### config.mk
export PLATFORM = sky130hd
export DESIGN_NAME = msk_col_loader
export DESIGN_NICKNAME = d
export VERILOG_FILES = /design/src/rtl/msk_col_loader_reg.sv /design/src/rtl/msk_col_loader.sv
export SDC_FILE = /design/constraint.sdc
export NUM_CORES = 1
export LEC_CHECK = 0
export BUFFER_PORTS_ARGS = -buffer_cell sky130_fd_sc_hd__buf_2
export CAP_MARGIN = 20
export CORE_MARGIN = 5
export CORE_UTILIZATION = 43
export DETAILED_ROUTE_END_ITERATION = 8
export PLACE_DENSITY = 0.76
export SLEW_MARGIN = 20
export SYNTH_ARGS = -nofsm -noshare
export SYNTH_HDL_FRONTEND = slang
export SYNTH_SLANG_ARGS = --single-unit
### constraint.sdc
create_clock -name clk -period 3.8 [get_ports clk]
set_input_delay 0.38 -clock clk [delete_from_list [all_inputs] [get_ports clk]]
set_output_delay 0.38 -clock clk [all_outputs]
set_load 0.05 [all_outputs]
### src/rtl/msk_col_loader_reg.sv
// Masked enable-register gadget: holds one column of d-share data, loading it
// bit-for-bit only when its enable is high.
module msk_col_loader_reg #(
  parameter int d     = 2,
  parameter int count = 32
) (
  input  logic                 clk,
  input  logic                 en,
  input  logic [count*d-1:0]   in_sh,
  output logic [count*d-1:0]   out_sh
);

  logic [count*d-1:0] data_q, data_d;

  always_comb begin
    data_d = data_q;
    if (en) data_d = in_sh;
  end

  // NOTE: share storage has no reset; its contents are rewritten before they are ever presented as a valid block.
  always_ff @(posedge clk) begin
    data_q <= data_d;
  end

  assign out_sh = data_q;

endmodule

### src/rtl/msk_col_loader.sv
// Assembles ncols masked columns into one held block with a valid/ready
// handshake on each side; shares pass through untouched into per-column gadgets.
`ifndef DEFAULTSHARES
`define DEFAULTSHARES 2
`endif

module msk_col_loader #(
  parameter int d     = `DEFAULTSHARES,
  parameter int count = 32,
  parameter int ncols = 4
) (
  input  logic                       clk,
  input  logic                       rst,
  input  logic                       in_valid,
  output logic                       in_ready,
  input  logic [count*d-1:0]         in_sh,
  output logic                       out_valid,
  input  logic                       out_ready,
  output logic [ncols*count*d-1:0]   out_sh
);

  localparam int CW   = $clog2(ncols);
  localparam int COLW = count * d;

  localparam logic FILL = 1'b0;
  localparam logic FULL = 1'b1;

  localparam logic [CW-1:0] CNT_LAST = CW'(ncols - 1);
  localparam logic [CW-1:0] CNT_ONE  = CW'(1);

  logic          state_q, state_d;
  logic [CW-1:0] cnt_q, cnt_d;
  logic          accept, release_blk;
  logic [CW-1:0] wr_idx;
  logic [ncols-1:0] col_we;

  assign in_ready    = (state_q == FILL) || out_ready;
  assign out_valid   = (state_q == FULL);
  assign accept      = in_valid && in_ready;
  assign release_blk = out_valid && out_ready;

  // An accept while FULL implies a release, and its column always restarts at 0.
  assign wr_idx = (state_q == FULL) ? '0 : cnt_q;

  // NOTE: every always_comb output gets a default first so no path can infer a latch.
  always_comb begin
    state_d = state_q;
    cnt_d   = cnt_q;
    if (state_q == FILL) begin
      if (accept) begin
        cnt_d = cnt_q + CNT_ONE;
        if (cnt_q == CNT_LAST) state_d = FULL;
      end
    end else if (release_blk) begin
      state_d = FILL;
      cnt_d   = accept ? CNT_ONE : '0;
    end
  end

  // NOTE: sequential state uses non-blocking assignments only, so every flop samples pre-edge values.
  always_ff @(posedge clk) begin
    if (rst) begin
      state_q <= FILL;
      cnt_q   <= '0;
    end else begin
      state_q <= state_d;
      cnt_q   <= cnt_d;
    end
  end

  for (genvar k = 0; k < ncols; k++) begin : g_col
    // Enable decode uses only unshared control, never the share data.
    assign col_we[k] = accept && (wr_idx == CW'(k));

    msk_col_loader_reg #(
      .d     (d),
      .count (count)
    ) u_col (
      .clk    (clk),
      .en     (col_we[k]),
      .in_sh  (in_sh),
      .out_sh (out_sh[k*COLW +: COLW])
    );
  end

endmodule

-- Word level (Yosys, flattened, before mapping)
Index checks and enable logic that the tools add are counted.
- word-level logic and storage cells: 32
- bits of input ports: 68
- output and inout bits: 258
- bits in registers: 259
- eq/ne operators: 5
- bitwise operators: 1
- add/subtract/negate cells: 1
- muxes and demuxes: 9
- reduce and logical (&&, ||, !) cells: 10
- operator list (kind ; count):
    $mux W2 ; 4
    $eq A2 B2 Y1 const B ; 3
    $logic_and A1 B1 Y1 ; 6
    $mux W1 ; 5
    $add A2 B1 Y2 const B ; 1
    $eq A2 B1 Y1 const B ; 1
    $logic_not A2 Y1 ; 1
    $ne A2 B1 Y1 const B ; 1
    $reduce_and A2 Y1 ; 1
    $reduce_bool A2 Y1 ; 1
    $logic_or A1 B1 Y1 ; 1
    $not A1 Y1 ; 1

-- Logic depth before layout (Yosys ltp)
- depth after elaboration: 6
- depth in mapped cells: 3
- gate-level depth less buffers: 3

-- Hierarchy
Synthesis repeated with hierarchy kept, for this count alone.
- cells, all modules: 277
- area, all modules: 7870.0 um^2
- modules (own cells, without submodules) (module ; cells an instance ; seq. area each (um^2) ; area each (um^2) ; instances):
    msk_col_loader_reg ; 64 ; 1921.8 ; 1921.8 ; 4
    msk_col_loader ; 21 ; 60.1 ; 182.7 ; 1

-- Worst setup path before layout
No wires, ideal clock.
- path kind: register to register
- from: register state_q (netlist: out_valid)
- to: register g_col[0].u_col.data_q[0] (enable)
- arrival time: 3.693 ns
- clock period less this slack: 4.186 ns
- cell stages (with the launch flop): 3
- slack: -0.386 ns
- required time: 3.307 ns
- path buffers: 0
- library setup time: 0.493 ns
- cells stage by stage: dfxtp_1 > a21oi_1 > nor2b_1
- longest elaborated chain between the ends: 4
- elaborated cells on any way between the ends: 6
- classes of those cells: 1 x mux; 1 x bitwise; 4 x reduce/logical
- ends and longest elaborated chain (element ; RTL line ; text):
    start, declared ; msk_col_loader.sv:31 ; logic state_q, state_d;
    start signal, assigned ; msk_col_loader.sv:66 ; state_q <= state_d;
    parallel branches: the longest is 3 deep, another holds $mux W2 ; - ;
    $logic_and A1 B1 Y1 (*) ; msk_col_loader.sv:73 ; assign col_we[k] = accept && (wr_idx == CW'(k));
    named net g_col[0].u_col.en ; msk_col_loader_reg.sv:8 ; input logic en,
    end signal, assigned ; msk_col_loader_reg.sv:22 ; data_q <= data_d;
    end, declared ; msk_col_loader_reg.sv:13 ; logic [count*d-1:0] data_q, data_d;
Mark *: on every way through the listed nets, which the timed path passes.
A chain may end at the register's enable or synchronous reset.

-- Worst setup path in the final report
- from: register state_q (netlist: out_valid)
- to: register g_col[3].u_col.data_q[47] (enable)
- longest elaborated chain between the ends: 4
- elaborated cells on any way between the ends: 6
- classes of those cells: 1 x eq/ne; 1 x mux; 1 x bitwise; 3 x reduce/logical
- ends and longest elaborated chain (element ; RTL line):
    parallel branches: the longest is 3 deep, another holds $mux W2 ; -
    $logic_and A1 B1 Y1 (*) ; msk_col_loader.sv:73
    named net g_col[3].u_col.en ; msk_col_loader_reg.sv:8
    end signal, assigned ; msk_col_loader_reg.sv:22
    end, declared ; msk_col_loader_reg.sv:13
Marks and branches as above.

==> summary by stage <==
Final layout
The area overhead of the layout relative to synthesis is 34.9%. Registers take just under 0.008 mm². The area of the multi-input gates is 141 µm². The final layout contains 703 nets. Fill cells in the final layout number 1325. In the final layout, the share of cells above drive strength 1 is 0.564. The total non-filler cell area in the finished layout is 0.0106 mm².

The total inserted antenna cells is 0.

Die
326 I/O pins were placed. For this configuration, the core starts out at a cell density of 0.437. After floorplanning, the core was sized to cover about 0.018 mm². The die covers 0.0211 mm². From left edge to right edge, the die measures 145 µm. The number of standard-cell rows in the floorplan is 49. The vertical die dimension is between 100 and 150 µm.

Timing
The maximum operating frequency is 461 MHz. The worst path needs between 2 and 2.5 ns of the cycle, external delays included. The final-layout setup total negative slack is 0 ns. The worst slew margin relative to its limit is 0.388.

The worst setup skew after layout is 0.00891 ns. Setup violations remaining at the end of the flow were counted as 0. The final period utilization is 0.571. Across all hold checks on the routed design, the worst slack comes to 0.0733 ns. The hold violation count in the final report is 0.

The number of pins with negative max-slew slack in the final report is 0. Setup repair after global routing left no endpoint under its margin. The transition time at the pin with the least slew margin is roughly 0.92 ns.

Power
IR analysis of the VDD net gives a maximum drop of 329 µV. Dividing total power by cell area gives a power density of 578 mW/mm². Summed over all cells, the static leakage comes to between 0.004 and 0.005 µW.

Clocking
Post-CTS repair changed the size of 0 cells. The clock slew seen by the registers of the worst setup and hold paths is 0.06 ns. The clock network latency to the later pin of the worst-skew pair is around 0.5 ns. CTS built an H-tree with a depth of 1.

For this design, the sink count on the clock tree is 259. TritonCTS created 25 clock buffers. Hold repair after CTS inserted 0 buffers. TritonCTS built the clock tree. The number of buffers on the longest clock path is 3. The clock root buffer master is sky130_fd_sc_hd__clkbuf_16. In this run the post-CTS setup repair buffer count came out at 0.

Logic synthesis
The most used flip-flop cell after synthesis is sky130_fd_sc_hd__edfxtp_1. Of the post-synthesis cell area, the dominant cell type holds 0.976. The share of synthesized area spent on multiplexers is 0.00127. The complex-gate fraction of the synthesized area was 0.00477.

The count of flip-flops with a built-in enable after synthesis is 256. The post-synthesis adder-cell area fraction is 0.00159. Of the total synthesized cell area, the portion taken by AND, OR, NAND and NOR gates is 0.00842.

The post-synthesis instance area is ~0.0079 mm². The synthesis-stage register bit count is 259. The average instance in the mapped netlist occupies roughly 28 µm².

The synthesized netlist cell count is 277. The count of synthesis-stage warnings from yosys is 0. The share of the yosys chip area belonging to registers is 0.984. By area, the combinational part of the netlist is dominated by simple AND/OR/NAND/NOR gates. Yosys instantiated no cell more often than sky130_fd_sc_hd__edfxtp_1. The net count of the mapped netlist is 346. The cell taking the most area after synthesis is sky130_fd_sc_hd__edfxtp_1. Yosys attributes the largest share of cell area to sky130_fd_sc_hd__edfxtp_1 98%, sky130_fd_sc_hd__dfxtp_1 0.76%, sky130_fd_sc_hd__and3b_2 0.25%, sky130_fd_sc_hd__a21oi_1 0.19%, sky130_fd_sc_hd__a2111oi_2 0.19%. Ranked by instance count, the synthesized netlist is headed by 256 x sky130_fd_sc_hd__edfxtp_1, 3 x sky130_fd_sc_hd__a21oi_1, 3 x sky130_fd_sc_hd__dfxtp_1.

The fraction of registers with async set or reset after synthesis is 0. The xor-xnor portion of the synthesized cell area is 0. The number of library cell types mapped by synthesis is 14.

Worst setup path
By startpoint and endpoint, the worst setup path is classified as flip-flop to flip-flop. The highest fanout seen on the critical path is 33. STA classifies the critical path endpoint as a flip-flop. The signal on the critical path passes through nor2b_1 -> and3_2 -> buf_12.

The kind of cell adding the most delay to the critical path is simple AND/OR/NAND/NOR gates. The critical path data required time is 3.99 ns. On the worst path, the slowest cell contributes a delay of around 0.8 ns. The buffer and inverter count on the worst path is 1.

The flop-to-flop setup slack is 1.63 ns. The critical-path cell with the highest stage delay is sky130_fd_sc_hd__and3_2. The kind of start point of the critical path is a flip-flop. Data arrives at the worst endpoint at 2.36 ns.

Detailed routing
The number of DRC markers in iteration 0 is between 150 and 200. The remaining antenna violation count is 0. The met3 wire length is 1.64 mm.

Before antenna repair, the detailed router went through 4 iterations. The highest layer touched by signal routing is met4. The routed layout has 4135 vias.

Wires add up to ~18 mm. The mean number of vias per cell is 4.69. The final routed DRC violation total is 0. The average wire per cell in the routed design is 20.2 µm. In the final routing, the length of wire on met1 measures 6.50 mm. The amount of wire on met2 after detailed routing is 9.15 mm.

Global routing
Entering global routing, the biggest net connects between 60 and 70 pins. The number of global-route vias before repair is 4431. The first-pass GRT wire length is 26.9 mm. The sum of overflow across all layers after global routing is 0. The initial antenna violation count is 0. Across every metal layer, demand over resource in global routing totals 0.161.

Hold path
The classification of the worst-slack hold path is primary input to flip-flop.

Placement
After legalization and detailed placement, the total HPWL measured 12.4 mm. The placed instances occupy a cell area of 0.00985 mm². The number of I/O port buffers is 325.

The congestion estimate from routability-driven global placement came to a little under 0.8.

Run
The total of max-cap violations is 0.

Status
The run finished with clean final reports.
-- final timing paths --
kind	start	to	cells past startpoint
setup / recovery	out_valid	g_col[3].u_col.out_sh[47]	3
hold / removal	rst	out_valid	2
setup reg to reg	out_valid	g_col[3].u_col.out_sh[47]	3
hold reg to reg	cnt_q[0]	cnt_q[0]	1
-- cells in the final DEF (no fill, tap or decap) --
cell type	count
sky130_fd_sc_hd__a2111oi_2	1
sky130_fd_sc_hd__a21oi_1	3
sky130_fd_sc_hd__a22oi_1	1
sky130_fd_sc_hd__and3_2	1
sky130_fd_sc_hd__and3b_2	2
sky130_fd_sc_hd__buf_12	1
sky130_fd_sc_hd__buf_2	325
sky130_fd_sc_hd__buf_4	4
sky130_fd_sc_hd__bufinv_16	1
sky130_fd_sc_hd__clkbuf_1	11
sky130_fd_sc_hd__clkbuf_16	25
sky130_fd_sc_hd__clkbuf_8	1
sky130_fd_sc_hd__clkinv_1	3
sky130_fd_sc_hd__clkinv_2	1
sky130_fd_sc_hd__clkinv_8	1
sky130_fd_sc_hd__clkinvlp_4	2
sky130_fd_sc_hd__dfxtp_1	3
sky130_fd_sc_hd__edfxtp_1	256
sky130_fd_sc_hd__ha_1	1
sky130_fd_sc_hd__inv_6	1
sky130_fd_sc_hd__mux2i_1	1
sky130_fd_sc_hd__nand2_1	2
sky130_fd_sc_hd__nand2b_1	1
sky130_fd_sc_hd__nor2_1	1
sky130_fd_sc_hd__nor2_4	1
sky130_fd_sc_hd__nor2b_1	1
sky130_fd_sc_hd__nor2b_4	1
sky130_fd_sc_hd__nor3_1	1
-- state kept, by name (all words and copies together) (netlist names) --
| name | flops |
|---|---|
| cnt_q | 2 |
| g_col.u_col.out_sh | 256 |
| out_valid | 1 |
-- metrics by stage --
step	std cells	util	power [µW]	worst slack (ns)
global placement	836	0.547	3900	1.56
detailed placement	836	0.547	3920	1.47
CTS	882	0.589	6200	1.62
finish	882	0.589	6130	1.63
global route	882	0.589	6360	1.48
floorplan	277	-	3730	0.744
-- routing by layer --
metal  vias up  global-route usage
li1       1849                   -
met2       229               0.277
met5         -                   0
met1      2020               0.192
met4         0              0.0560
met3        37              0.0502
-- cells by family (layout without fill, tap and decap cells) --
family | Yosys count | after routing
muxes | 1 | 1
AOI/OAI and AO/OA | 5 | 5
buffers and inverters | 0 | 376
and+or+nand+nor | 11 | 11
adders and majority gates | 1 | 1
DFF | 259 | 259
-- power by group --
group	internal [µW]	leakage [µW]	switching [µW]
Combinational	93.8	0.00137	463
Clock	1320	0.000363	966
Sequential	3270	0.00238	28.7
Total	4680	0.00410	1460
-- worst reg2reg max path: cells and delay by family (launching register included) --
kind / cells / cell delay (ns)
DFF: 1 / 0.37
buffers and inverters: 1 / 0.31
and+or+nand+nor: 2 / 1.13
-- cell type report --
class	instances	area share
clock inverter	9	0.00813
timing repair buffer	330	0.158
multi-input combinational	18	0.0133
tap	229	0.0270
sequential	259	0.730
clock buffer	37	0.0641
Power figures use the tool's default switching activity.
